### src/rtl/bcd_serial.sv
//------------------------------------------------------------------------------
// bcd_serial
//   Sequential binary-to-BCD converter (shift-and-add-3 / double dabble).
//   One input bit is consumed per clock, so a conversion takes IN_WIDTH clocks.
//   The published result (bcd/ovf) only changes on the done edge or on reset,
//   so downstream seven-segment decoders never see intermediate values.
//
// Ports
//   clk    in   1            system clock, rising edge
//   rst    in   1            asynchronous reset, active-high
//   start  in   1            conversion request, honoured only while idle
//   in     in   IN_WIDTH     binary value, captured on the accepting edge
//   busy   out  1            conversion in progress
//   done   out  1            one-cycle pulse: bcd/ovf were updated this cycle
//   bcd    out  4*DIGITS     result, digit i at bcd[4i+3:4i], digit 0 = ones
//   ovf    out  1            last input did not fit in DIGITS decimal digits
//------------------------------------------------------------------------------
module bcd_serial #(
   parameter int IN_WIDTH = 6,
   parameter int DIGITS   = 2
) (
   input  logic                  clk,
   input  logic                  rst,
   input  logic                  start,
   input  logic [IN_WIDTH-1:0]   in,
   output logic                  busy,
   output logic                  done,
   output logic [4*DIGITS-1:0]   bcd,
   output logic                  ovf
);

   localparam int SW = 4 * DIGITS;
   localparam int CW = $clog2(IN_WIDTH + 1);

   typedef enum logic [0:0] {
      S_IDLE = 1'b0,
      S_CONV = 1'b1
   } state_t;

   state_t              state_q, state_d;
   logic [IN_WIDTH-1:0] bin_q, bin_d;
   logic [SW-1:0]       dig_q, dig_d;
   logic [CW-1:0]       cnt_q, cnt_d;
   logic                ovf_acc_q, ovf_acc_d;
   logic                busy_q, busy_d;
   logic                done_q, done_d;
   logic [SW-1:0]       bcd_q, bcd_d;
   logic                ovf_q, ovf_d;

   logic [SW-1:0]       dig_adj;
   logic [SW-1:0]       dig_shift;
   logic                carry_out;
   logic                last_step;

   // State and datapath registers; reset clears everything, aborting any conversion
   always_ff @(posedge clk or posedge rst) begin
      if (rst) begin
         state_q   <= S_IDLE;
         bin_q     <= '0;
         dig_q     <= '0;
         cnt_q     <= '0;
         ovf_acc_q <= 1'b0;
         busy_q    <= 1'b0;
         done_q    <= 1'b0;
         bcd_q     <= '0;
         ovf_q     <= 1'b0;
      end else begin
         state_q   <= state_d;
         bin_q     <= bin_d;
         dig_q     <= dig_d;
         cnt_q     <= cnt_d;
         ovf_acc_q <= ovf_acc_d;
         busy_q    <= busy_d;
         done_q    <= done_d;
         bcd_q     <= bcd_d;
         ovf_q     <= ovf_d;
      end
   end

   // One double-dabble step: add 3 to every digit >= 5, then shift {digits,bin} left
   always_comb begin
      dig_adj = '0;
      for (int i = 0; i < DIGITS; i++) begin
         if (dig_q[4*i +: 4] >= 4'd5) begin
            dig_adj[4*i +: 4] = dig_q[4*i +: 4] + 4'd3;
         end else begin
            dig_adj[4*i +: 4] = dig_q[4*i +: 4];
         end
      end
      dig_shift = {dig_adj[SW-2:0], bin_q[IN_WIDTH-1]};
      // A bit leaving the top digit means the value no longer fits in DIGITS digits
      carry_out = dig_adj[SW-1];
      last_step = (state_q == S_CONV) && (cnt_q == CW'(IN_WIDTH - 1));
   end

   // Next-state logic
   always_comb begin
      state_d = state_q;
      case (state_q)
         S_IDLE: begin
            if (start) begin
               state_d = S_CONV;
            end else begin
               state_d = S_IDLE;
            end
         end
         S_CONV: begin
            if (last_step) begin
               state_d = S_IDLE;
            end else begin
               state_d = S_CONV;
            end
         end
         default: state_d = S_IDLE;
      endcase
   end

   // Datapath and output updates per state; bcd/ovf are only written on the last step
   always_comb begin
      bin_d     = bin_q;
      dig_d     = dig_q;
      cnt_d     = cnt_q;
      ovf_acc_d = ovf_acc_q;
      busy_d    = busy_q;
      done_d    = 1'b0;
      bcd_d     = bcd_q;
      ovf_d     = ovf_q;
      case (state_q)
         S_IDLE: begin
            if (start) begin
               bin_d     = in;
               dig_d     = '0;
               cnt_d     = '0;
               ovf_acc_d = 1'b0;
               busy_d    = 1'b1;
            end else begin
               busy_d    = 1'b0;
            end
         end
         S_CONV: begin
            bin_d     = bin_q << 1;
            dig_d     = dig_shift;
            cnt_d     = cnt_q + CW'(1);
            ovf_acc_d = ovf_acc_q | carry_out;
            if (last_step) begin
               bcd_d  = dig_shift;
               ovf_d  = ovf_acc_q | carry_out;
               done_d = 1'b1;
               busy_d = 1'b0;
            end else begin
               busy_d = 1'b1;
            end
         end
         default: begin
            busy_d = 1'b0;
         end
      endcase
   end

   assign busy = busy_q;
   assign done = done_q;
   assign bcd  = bcd_q;
   assign ovf  = ovf_q;

endmodule

### config.mk
export PLATFORM = sky130hd
export DESIGN_NAME = bcd_serial
export DESIGN_NICKNAME = d
export VERILOG_FILES = /design/src/rtl/bcd_serial.sv
export SDC_FILE = /design/constraint.sdc
export NUM_CORES = 1
export LEC_CHECK = 0
export BUFFER_PORTS_ARGS = -buffer_cell sky130_fd_sc_hd__buf_4
export CORE_MARGIN = 2
export CORE_UTILIZATION = 55
export DETAILED_ROUTE_END_ITERATION = 12
export PLACE_DENSITY = 0.77
export SYNTH_ARGS = -nofsm -noshare
export SYNTH_HDL_FRONTEND = slang
export SYNTH_SLANG_ARGS = --single-unit
### constraint.sdc
create_clock -name clk -period 1.6 [get_ports clk]
set_input_delay 0.08 -clock clk [delete_from_list [all_inputs] [get_ports clk]]
set_output_delay 0.08 -clock clk [all_outputs]
set_load 0.1 [all_outputs]
; After elaboration in Yosys (flattened, before gate mapping)
; Index checks and enable logic that the tools add are counted.
; W data, S select, Z words.
[totals]
input_bits = 9
wordCells = 34
output_inout_bits = 11
reg_bits = 29
[op_classes]
n_addsub = 3
n_mux = 15
order_cmp = 2
n_bitwise = 2
n_reduce_logical = 2
n_eq_ne = 2
[op_table]
columns = cell, count
row1 = $pmux W8 S2, 1
row2 = $pmux W6 S2, 1
row3 = $add A4 B2 Y4 const B, 2
row4 = $ge A4 B3 Y1 const B, 2
row5 = $mux W4, 2
row6 = $mux W8, 1
row7 = $mux W6, 1
row8 = $pmux W3 S2, 1
row9 = $mux W1, 5
row10 = $pmux W1 S2, 2
row11 = $add A3 B1 Y3 const B, 1
row12 = $eq A3 B3 Y1 const B, 1
row13 = $mux W3, 1
row14 = $ne A2 B2 Y1 const B, 1
row15 = $reduce_and A2 Y1, 1
row16 = $logic_and A1 B1 Y1, 1
row17 = $not A1 Y1, 1
row18 = $or A1 B1 Y1, 1

; Logic depth before layout (Yosys ltp)
[logic_depth]
depth_word = 4
mapped_depth = 6
ltp_nobuf = 6

; Worst setup path after synthesis
; Ideal clock, no wire load.
[synth_path]
path_kind = reg2reg
startpoint = reg busy (netlist name)
endpoint = reg bcd_q[0], in the netlist bcd[0]
stages_incl_launch_ff = 4
setup_time_ps = 128
required_ps = 1472
period_less_slack_ps = 1829
path_buffers = 1
path_slack_ps = -229
arrival_time_ps = 1701
cell_sequence = dfrtp_1 > nand3_1 > buf_2 > mux2_1
[synth_rtl]
columns = item, line_no
row1 = to (signal assigned), 65  ; bcd_q <= '0;
row2 = to (signal assigned), 75  ; bcd_q <= bcd_d;
row3 = to (decl), 47  ; logic [SW-1:0] bcd_q, bcd_d;

; Worst setup path in the final report
[layout_path]
startpoint = reg dig_q[4]
endpoint = reg bcd_q[6], in the netlist bcd[6]
[layout_via]
elab_chain_cells = 2
elab_cells_between_ends = 3
cone_classes = add/sub (1) / order compare (1) / mux (1)
[layout_rtl]
columns = item, line_no
row1 = from (decl), 42  ; logic [SW-1:0] dig_q, dig_d;
row2 = from (signal assigned), 70  ; dig_q <= dig_d;
row3 = $add A4 B2 Y4 or $ge A4 B3 Y1 (tied branches), "85, 84"
row4 = $mux W4 (*), 84  ; if (dig_q[4*i +: 4] >= 4'd5) begin
; Mark *: on every way between the ends. The rest lies on a longest branch, timed or not.
; A chain may end at the register's enable or synchronous reset.

==> out/results.ini <==
[logic_synthesis]
synth.area.top_cells=dfrtp_1 53%, mux2i_1 5.8%, ha_1 5.5%
syn_nets=146
ys_warn_count=0
synthDistinctLibCells=26
yosysSeqAreaShare_pct=52.73
synth_area_leader_cell=dfrtp_1
synthArstFlopShare_pct=100.0
syn-instance-count=131
ys_top_cells_by_count=29 x dfrtp_1, 16 x nand2_1, 15 x o21ai_0
synth_seq_cells=29
yosysMostFrequentCell=dfrtp_1
synth-edff-count=0
synthFlopType=dfrtp_1
synthesis.area_um2=1376
avgSynthCellArea_um2=10.51
synth_top_area_share_pct=52.73

[clock_tree]
cts-root-buf=clkbuf_4
htreeDepth=2
cts_setup_buffers=0
cts_tree=yes
cts_sinks=29
clk_latency_ns=0.34
cts_inserted_buffers=5
clk_pin_slew_ns=0.09
clockBufferDepth=2

[die]
die-area_um2=2919
rows=18
die_w_um=54.03
coreArea_um2=2432
io-pin-count=20
initial_core_util_pct=56.58
die_y_um=54.03

[final_layout]
area.sequential_um2=726.9
layout.nets=172
antenna_cells=0
multi_input_area_um2=634.4
fin_util_pct=70.16
final_area_um2=1707
drive_gt1_share_pct=28.48
area_delta_synth_final_pct=24.00
n_fill_cell=184

[sta]
period_minus_slack_ns=1.532
period_share_pct=95.75
fin_tns_setup_ns=0
whs_ns=0.03505
worst_pin_slew_ns=0.3774
fmax_mhz=652.8
finalSetupViolCount=0
drv_slew=0
skew_ns=0.009384
hold_violations=0
slew-limit-headroom_pct=74.81

[routing]
wl_per_cell_um=14.14
vias=1052
vias_per_cell=5.596
drt-total-wl_mm=2.659
drt_iter0_drc=8
ant_nets=0
firstDrtPassIters=4
drc=0

[global_routing]
use_met1_pct=24.25
grt.total_usage_pct=21.64
gr-total-overflow=0
top_usage_layer=met2
grt_pass1_vias=1038
grt_max_degree=30
antenna_found_initial=0
grt_pass1_wl_mm=4.388
use_met2_pct=37.60
met3_usage_pct=6.111

[worst_setup_path]
cp.buffers_inverters=0
r2r_cells=5
r2r_start=dig_q[4]$_DFFE_PP0P_
cp_slowest_cell=dfrtp_1
slowest_delay_ns=0.44
crit_arrival_ns=1.81
required_ns=1.88
worstPathMaxFanout=5
r2r_slack_ns=0.07
end_kind=register
critical_path_class=register to register
crit_chain=ha_1 > nand2b_2 > a21oi_4 > mux2i_2 > mux2_4
regToRegEndpoint=bcd[6]$_DFFE_PP0P_
setup.worst_path.start_class=register
cp_top_family=flip-flops

[run]
max-cap-violations=0

[placement]
io_buffer_count=19
placed_area_um2=1558
place.gp.congestion=0.8301
hpwl_mm=1.800

[hold_path]
hold_end=bin_q[3]$_DFFE_PP0P_
holdPathStages=3
hp-start=in[3]
hp-class=primary input to register

[outcome]
run_status=completed

what timing repair did:
item / CTS / global route
resized for setup: 0 / 9
hold buffers: 2 / 0
hold endpoints to repair: 30 / 0
setup endpoints to repair: 0 / 7
registers in the layout (all words and copies together), names as in the netlist:
name       count
bcd            8
cnt_q          3
dig_q          8
busy           1
bin_q          6
ovf_acc_q      1
done           1
ovf            1
cells in the final DEF, fill, tap and decap left out, drive strengths merged:
cell type / count
nor3: 3
o22ai: 2
nor2: 5
buf: 22
inv: 9
clkbuf: 6
o31ai: 1
nand3: 4
a2bb2oi: 1
dlygate4sd3: 2
bufinv: 1
o21ai: 19
dfrtp: 29
mux2: 4
ha: 6
nand2b: 2
and3: 2
mux2i: 8
a21o: 3
a21oi: 6
nor3b: 4
clkinvlp: 1
xnor2: 2
nand2: 16
area by class of cell:
type                            count  area share (%)
Clock buffer                        6           3.006
Clock inverter                      2           2.199
Inverter                            9           1.979
Multi-Input combinational cell     88           37.17
Sequential cell                    29           42.60
Tap cell                           30           2.199
Timing Repair Buffer               24           10.85
tightest hold or removal path: cells and delay by family:
family,cells,cell delay (ns)
buffers and inverters,1,0.07
muxes,1,0.05
AOI/OAI and AO/OA,1,0.13
metrics by stage:
| stage | worst slack (ns) | cells |
|---|---|---|
| finish | 0.06808 | 188 |
| global route | -0.0005262 | 188 |
| CTS | 0.005581 | 188 |
| detailed placement | 0.03693 | 178 |
| global placement | 0.07992 | 178 |
| floorplan | 0.09839 | 131 |
cell families after synthesis:
family                   count (synthesis)  share of synthesized area, %
AO/OA/AOI/OAI                           32                         13.91
XOR/XNOR                                 2                         1.273
adder cells (fa/ha/maj)                  6                         5.454
buffers and inverters                   14                         4.091
flip-flops                              29                         52.73
multiplexers                            12                         9.909
AND/OR/NAND/NOR                         36                         12.64
worst max path at each step:
stage	cells past startpoint	slack, ns	start	end
final	5	0.07	dig_q[4]$_DFFE_PP0P_	bcd[6]$_DFFE_PP0P_
after CTS	6	0.006	dig_q[0]$_DFFE_PP0P_	bcd[2]$_DFFE_PP0P_
after global routing	5	-0.0005	dig_q[4]$_DFFE_PP0P_	bcd[6]$_DFFE_PP0P_
after detailed placement	6	0.04	dig_q[0]$_DFFE_PP0P_	bcd[2]$_DFFE_PP0P_
after global placement	6	0.08	dig_q[0]$_DFFE_PP0P_	bcd[2]$_DFFE_PP0P_
after floorplan	3	0.1	busy$_DFF_PP0_	bcd[0]$_DFFE_PP0P_
metal layers:
layer	part of all wire [%]	up-vias
met3	3.6	7
met5	0	-
met1	44	520
met2	50	23
met4	2.3	0
li1	-	502
Power is not shown: default switching activity piles up to over one toggle a cycle in this logic, so the estimate is an artifact.
